File: src/rtl/bg_arb_pkg.sv
// Shared types for the background-memory read arbiter.
// Coordinates, address, port ids and the in-flight response tag.
package bg_arb_pkg;

    localparam int H_RES  = 640;
    localparam int V_RES  = 480;
    localparam int ADDR_W = 19;

    typedef logic [9:0]        bg_x_t;
    typedef logic [8:0]        bg_y_t;
    typedef logic [ADDR_W-1:0] bg_addr_t;

    typedef enum logic [1:0] {
        PORT_DISP = 2'd0,
        PORT_G0   = 2'd1,
        PORT_G1   = 2'd2
    } port_t;

    typedef struct packed {
        port_t port;
        logic  oob;
        logic  valid;
    } rsp_tag_t;

    localparam rsp_tag_t TAG_IDLE = '{
        port:  PORT_DISP,
        oob:   1'b0,
        valid: 1'b0
    };

endpackage

File: src/rtl/bg_addr_calc.sv
// Combinational (x, y) -> linear address for a 640-wide frame,
// plus the out-of-range flag.
module bg_addr_calc #(
    parameter int H_RES  = 640,
    parameter int V_RES  = 480,
    parameter int ADDR_W = 19
) (
    input  bg_arb_pkg::bg_x_t  x,
    input  bg_arb_pkg::bg_y_t  y,
    output logic [ADDR_W-1:0]  addr,
    output logic               oob
);
    import bg_arb_pkg::*;

    // y*640 = y*512 + y*128, no multiplier
    assign addr = ADDR_W'({y, 9'b0})
                + ADDR_W'({y, 7'b0})
                + ADDR_W'(x);

    assign oob = ({22'd0, x} >= 32'(H_RES))
              || ({23'd0, y} >= 32'(V_RES));

endmodule

File: src/rtl/bg_read_arbiter.sv
// Background memory read-port arbiter: display first, game ports round-robin.
// Define BG_ARB_STATS_EN to add grant/wait statistics outputs.
module bg_read_arbiter #(
    parameter int                H_RES     = 640,
    parameter int                V_RES     = 480,
    parameter int                ADDR_W    = 19,
    parameter int                DATA_W    = 8,
    parameter logic [DATA_W-1:0] OOB_INDEX = '0
) (
    input  logic                Clk,
    input  logic                Reset,
    input  logic                disp_valid,
    input  bg_arb_pkg::bg_x_t   disp_x,
    input  bg_arb_pkg::bg_y_t   disp_y,
    output logic                disp_rsp_valid,
    output logic [DATA_W-1:0]   disp_rsp_data,
    input  logic [1:0]          g_valid,
    output logic [1:0]          g_ready,
    input  logic [1:0][9:0]     g_x,
    input  logic [1:0][8:0]     g_y,
    output logic [1:0]          g_rsp_valid,
    output logic [DATA_W-1:0]   g_rsp_data,
    output logic                g_rsp_oob,
    output logic [ADDR_W-1:0]   bg_addr,
    input  logic [DATA_W-1:0]   bg_data
`ifdef BG_ARB_STATS_EN
    ,
    output logic [1:0][15:0]    stat_g_grants,
    output logic [15:0]         stat_max_wait
`endif
);
    import bg_arb_pkg::*;

    logic              rr_ptr;
    logic [1:0]        g_win;
    logic              grant;
    port_t             sel_port;
    bg_x_t             sel_x;
    bg_y_t             sel_y;
    logic [ADDR_W-1:0] sel_addr;
    logic              sel_oob;
    rsp_tag_t          tag1;
    rsp_tag_t          tag2;
    logic [DATA_W-1:0] rd_data;

    // rr_ptr=0 prefers G0; a lone requester wins regardless
    assign g_win[0] = g_valid[0] & (~g_valid[1] | ~rr_ptr);
    assign g_win[1] = g_valid[1] & (~g_valid[0] |  rr_ptr);
    assign g_ready  = disp_valid ? 2'b00 : g_win;
    assign grant    = disp_valid | (|g_ready);

    always_comb begin
        sel_port = PORT_DISP;
        sel_x    = disp_x;
        sel_y    = disp_y;
        unique case (1'b1)
            disp_valid: ;
            g_ready[0]: begin
                sel_port = PORT_G0;
                sel_x    = g_x[0];
                sel_y    = g_y[0];
            end
            g_ready[1]: begin
                sel_port = PORT_G1;
                sel_x    = g_x[1];
                sel_y    = g_y[1];
            end
            default: ;
        endcase
    end

    bg_addr_calc #(
        .H_RES  (H_RES),
        .V_RES  (V_RES),
        .ADDR_W (ADDR_W)
    ) u_addr (
        .x    (sel_x),
        .y    (sel_y),
        .addr (sel_addr),
        .oob  (sel_oob)
    );

    always_ff @(posedge Clk) begin
        if (Reset) begin
            rr_ptr  <= 1'b0;
            bg_addr <= '0;
            tag1    <= TAG_IDLE;
            tag2    <= TAG_IDLE;
        end else begin
            tag2 <= tag1;
            tag1 <= TAG_IDLE;
            if (grant) begin
                tag1 <= '{port: sel_port, oob: sel_oob, valid: 1'b1};
                // OOB reads keep the old address; their data is replaced
                if (!sel_oob)
                    bg_addr <= sel_addr;
            end
            if (g_ready[0])
                rr_ptr <= 1'b1;
            else if (g_ready[1])
                rr_ptr <= 1'b0;
        end
    end

    assign rd_data        = tag2.oob ? OOB_INDEX : bg_data;
    assign disp_rsp_valid = tag2.valid & (tag2.port == PORT_DISP);
    assign disp_rsp_data  = rd_data;
    assign g_rsp_valid[0] = tag2.valid & (tag2.port == PORT_G0);
    assign g_rsp_valid[1] = tag2.valid & (tag2.port == PORT_G1);
    assign g_rsp_oob      = tag2.valid & tag2.oob
                          & (tag2.port != PORT_DISP);
    assign g_rsp_data     = rd_data;

`ifdef BG_ARB_STATS_EN
    logic [1:0][15:0] wait_cnt;

    always_ff @(posedge Clk) begin
        if (Reset) begin
            stat_g_grants <= '0;
            stat_max_wait <= '0;
            wait_cnt      <= '0;
        end else begin
            for (int k = 0; k < 2; k++) begin
                if (g_ready[k]) begin
                    wait_cnt[k] <= '0;
                    if (stat_g_grants[k] != 16'hFFFF)
                        stat_g_grants[k] <= stat_g_grants[k] + 16'd1;
                end else if (g_valid[k] && wait_cnt[k] != 16'hFFFF) begin
                    wait_cnt[k] <= wait_cnt[k] + 16'd1;
                end
            end
            // wait length is scored when the request is finally accepted
            if (g_ready[0] && wait_cnt[0] > stat_max_wait)
                stat_max_wait <= wait_cnt[0];
            else if (g_ready[1] && wait_cnt[1] > stat_max_wait)
                stat_max_wait <= wait_cnt[1];
        end
    end
`endif

endmodule

File: config.mk
export PLATFORM = sky130hd
export DESIGN_NAME = bg_read_arbiter
export DESIGN_NICKNAME = d
export VERILOG_FILES = /design/src/rtl/bg_arb_pkg.sv /design/src/rtl/bg_addr_calc.sv /design/src/rtl/bg_read_arbiter.sv
export SDC_FILE = /design/constraint.sdc
export NUM_CORES = 1
export LEC_CHECK = 0
export ABC_AREA = 1
export ABC_CLOCK_PERIOD_IN_PS = 10200
export CORE_ASPECT_RATIO = 1.4
export CORE_MARGIN = 8
export CORE_UTILIZATION = 45
export DETAILED_ROUTE_END_ITERATION = 8
export GPL_TIMING_DRIVEN = 0
export MAX_ROUTING_LAYER = met4
export PLACE_DENSITY = 0.91
export SLEW_MARGIN = 20
export SYNTH_ARGS = -nofsm -noshare
export SYNTH_HDL_FRONTEND = slang
export SYNTH_SLANG_ARGS = --single-unit
export TNS_END_PERCENT = 30
File: constraint.sdc
create_clock -name Clk -period 10.2 [get_ports Clk]
set_input_delay 2.04 -clock Clk [delete_from_list [all_inputs] [get_ports Clk]]
set_output_delay 2.04 -clock Clk [all_outputs]
set_load 0.005 [all_outputs]
==> impl_metrics.json <==
{
  "status": "finished, final reports clean",
  "final_hold_viol_count": 0,
  "ctsHoldBuffers": 0,
  "syn-num-nets": 489,
  "coreArea_mm2": 0.00516,
  "avgSynthCellArea_um2": 5.99,
  "fin_tns_setup_ps": 0,
  "grt_pass1_wl_mm": 12.2,
  "rows": 31,
  "final_area_mm2": 0.00363,
  "comb_power_share": 0.508,
  "final_cell_mix": "112 x nand2_1, 108 x clkdlybuf4s50_1, 70 x inv_1",
  "cts-root-buf": "clkbuf_8",
  "use_met1": 0.188,
  "worstReg2RegStart": "rr_ptr$_SDFFE_PP0N_",
  "insertion_delay_ps": 280,
  "worstMarginPinSlew_ps": 552,
  "start_util": 0.464,
  "cp-start-kind": "input port",
  "final_common_cell": "nand2_1",
  "grtUsageMet2": 0.366,
  "hold_class": "register to register",
  "antenna_left": 0,
  "numPortBuffers": 108,
  "drv_cap": 0,
  "synth_area_mm2": 0.00239,
  "track_usage": 0.189,
  "setup_ws_ps": 3970,
  "grt_max_degree": 17,
  "fin_nets": 602,
  "slew_violations": 0,
  "ios": 111,
  "die_height_um": 102,
  "p_clk_frac": 0.196,
  "ys_ff_latch": 28,
  "finalWeightedCongestion": 0.922,
  "seq_power_share": 0.296,
  "hold_start": "tag1[2]$_SDFF_PP0_",
  "cts_buffer_depth": 2,
  "hpwl_mm": 6.26,
  "power.switching_uw": 153,
  "post-cts-setup-buffers": 0,
  "grt_setup_unrepaired": "no",
  "grt.busiest_layer": "met2",
  "yosysWarnings": 0,
  "cts_max_level": 1,
  "endpoint_kind": "primary output",
  "grt_remaining_overflow": 0,
  "clock.fmax_mhz": 160,
  "min_period_ps": 6230,
  "crit_type": "input port to primary output",
  "place_ws_ps": 4000,
  "worstRegToRegCells": 21,
  "dieArea_mm2": 0.00795,
  "wirelength_mm": 7.38,
  "drive_gt1_frac": 0.0859,
  "ctsResizeCount": 0,
  "cts_tree": "done",
  "worstReg2RegEnd": "bg_addr[16]$_SDFFE_PP0P_",
  "power.share.switching": 0.346,
  "period_share": 0.611,
  "required_ps": 8160,
  "crit_arrival_ps": 4190,
  "p_total_uw": 443,
  "fin_hold_ws_ps": 407,
  "routedWlPerCell_um": 12.8,
  "rrSetupSlack_ps": 6640,
  "post-route-util": 0.704,
  "setup_viol": 0,
  "yosysTopAreaCell": "dfxtp_1",
  "dp.cells": 574,
  "synth_top_area_share": 0.234,
  "placed_area_mm2": 0.00356,
  "vias_per_cell": 4.73,
  "numCtsBuffers": 3,
  "die_w_um": 77.7,
  "p_per_area_mw_per_mm2": 122,
  "stdcell_count": 578,
  "antenna_found_initial": 0,
  "path_max_fanout": 10,
  "antennaDiodeCount": 0,
  "first_global_vias": 2758,
  "dr.first_iter.drc_count": 110,
  "synth.area.top_cells": "dfxtp_1 23%, nand2_1 18%, inv_1 11%, ha_1 8.9%, nor2_1 8.0%",
  "startpoint": "g_valid[1]",
  "clock-sinks": 28,
  "synth_cell_types": 27,
  "clkSlewWorstSetupHoldPaths_ps": 100,
  "syn_inst": 400,
  "yosysSeqAreaShare": 0.234,
  "met3_usage": 0.0282,
  "vdd_drop_max_mv": 0.0632,
  "firstDrtPassIters": 4,
  "area_growth_pct": 51.6,
  "power.leakage_nw": 1.85,
  "crit_path_end": "g_ready[1]",
  "via_count": 2733,
  "slew_headroom": 0.632,
  "route.detailed.drc": 0,
  "clock_skew_ps": 7.53,
  "internal_power_uw": 290
}
## metal layers
layer  part of all wire  wire length, um
met4              0.021              156
met5                  0                0
met3              0.058              426
met1               0.40             2990
met2               0.52             3810
## Yosys cell counts (all sizes together)
master,n
a21oi,15
inv,78
xor2,1
nand3b,1
xnor2,3
nand3,22
dfxtp,28
fa,2
or2,5
ha,17
nor2,52
buf,18
clkbuf,4
nand2,123
nand4,20
nor3,2
o21ai,8
a31oi,1
## registers in the layout, indices dropped and copies added (netlist names)
signal	count
bg_addr	19
tag1	4
tag2	4
rr_ptr	1
## worst min path at each step
stage,endpoint,slack (ps),cells past startpoint
floorplan,tag2[0]$_SDFF_PP0_,390,2
global placement,tag2[3]$_SDFF_PP0_,390,2
detailed placement,tag2[2]$_SDFF_PP0_,400,2
CTS,tag2[2]$_SDFF_PP0_,410,2
global route,tag2[2]$_SDFF_PP0_,420,2
finish,tag2[2]$_SDFF_PP0_,410,2
## critical path, stage by stage
cell	delay [ps]
clkdlybuf4s50_1	580
inv_2	50
nor2_2	220
nand2_2	130
inv_2	110
clkbuf_1	440
clkdlybuf4s50_1	610
## cell type report
cell class | count | area [um2]
Inverter | 78 | 293
Multi-Input combinational cell | 272 | 1400
Clock inverter | 1 | 30.0
Buffer | 22 | 140
Sequential cell | 28 | 561
Timing Repair Buffer | 108 | 1080
Tap cell | 66 | 82.6
Clock buffer | 3 | 41.3
Fill cell | 439 | 1530
## power by group through the flow
stage	clock, mW	combinational, mW	sequential [mW]
global route	0.0941	0.252	0.133
CTS	0.0870	0.226	0.131
floorplan	0	0.129	0.134
finish	0.0868	0.225	0.131
detailed placement	0	0.223	0.134
global placement	0	0.217	0.133
## logic make-up (layout without fill, tap and decap cells)
kind of cell	count (synthesis)	count (layout)	share of synthesized area
compound gates	24	24	0.0523
xor+xnor	4	4	0.0146
fa+ha+maj	19	19	0.106
buf+inv	100	212	0.181
flops	28	28	0.234
simple gates	225	225	0.413
No activity file was read; power rests on OpenSTA's default activity.
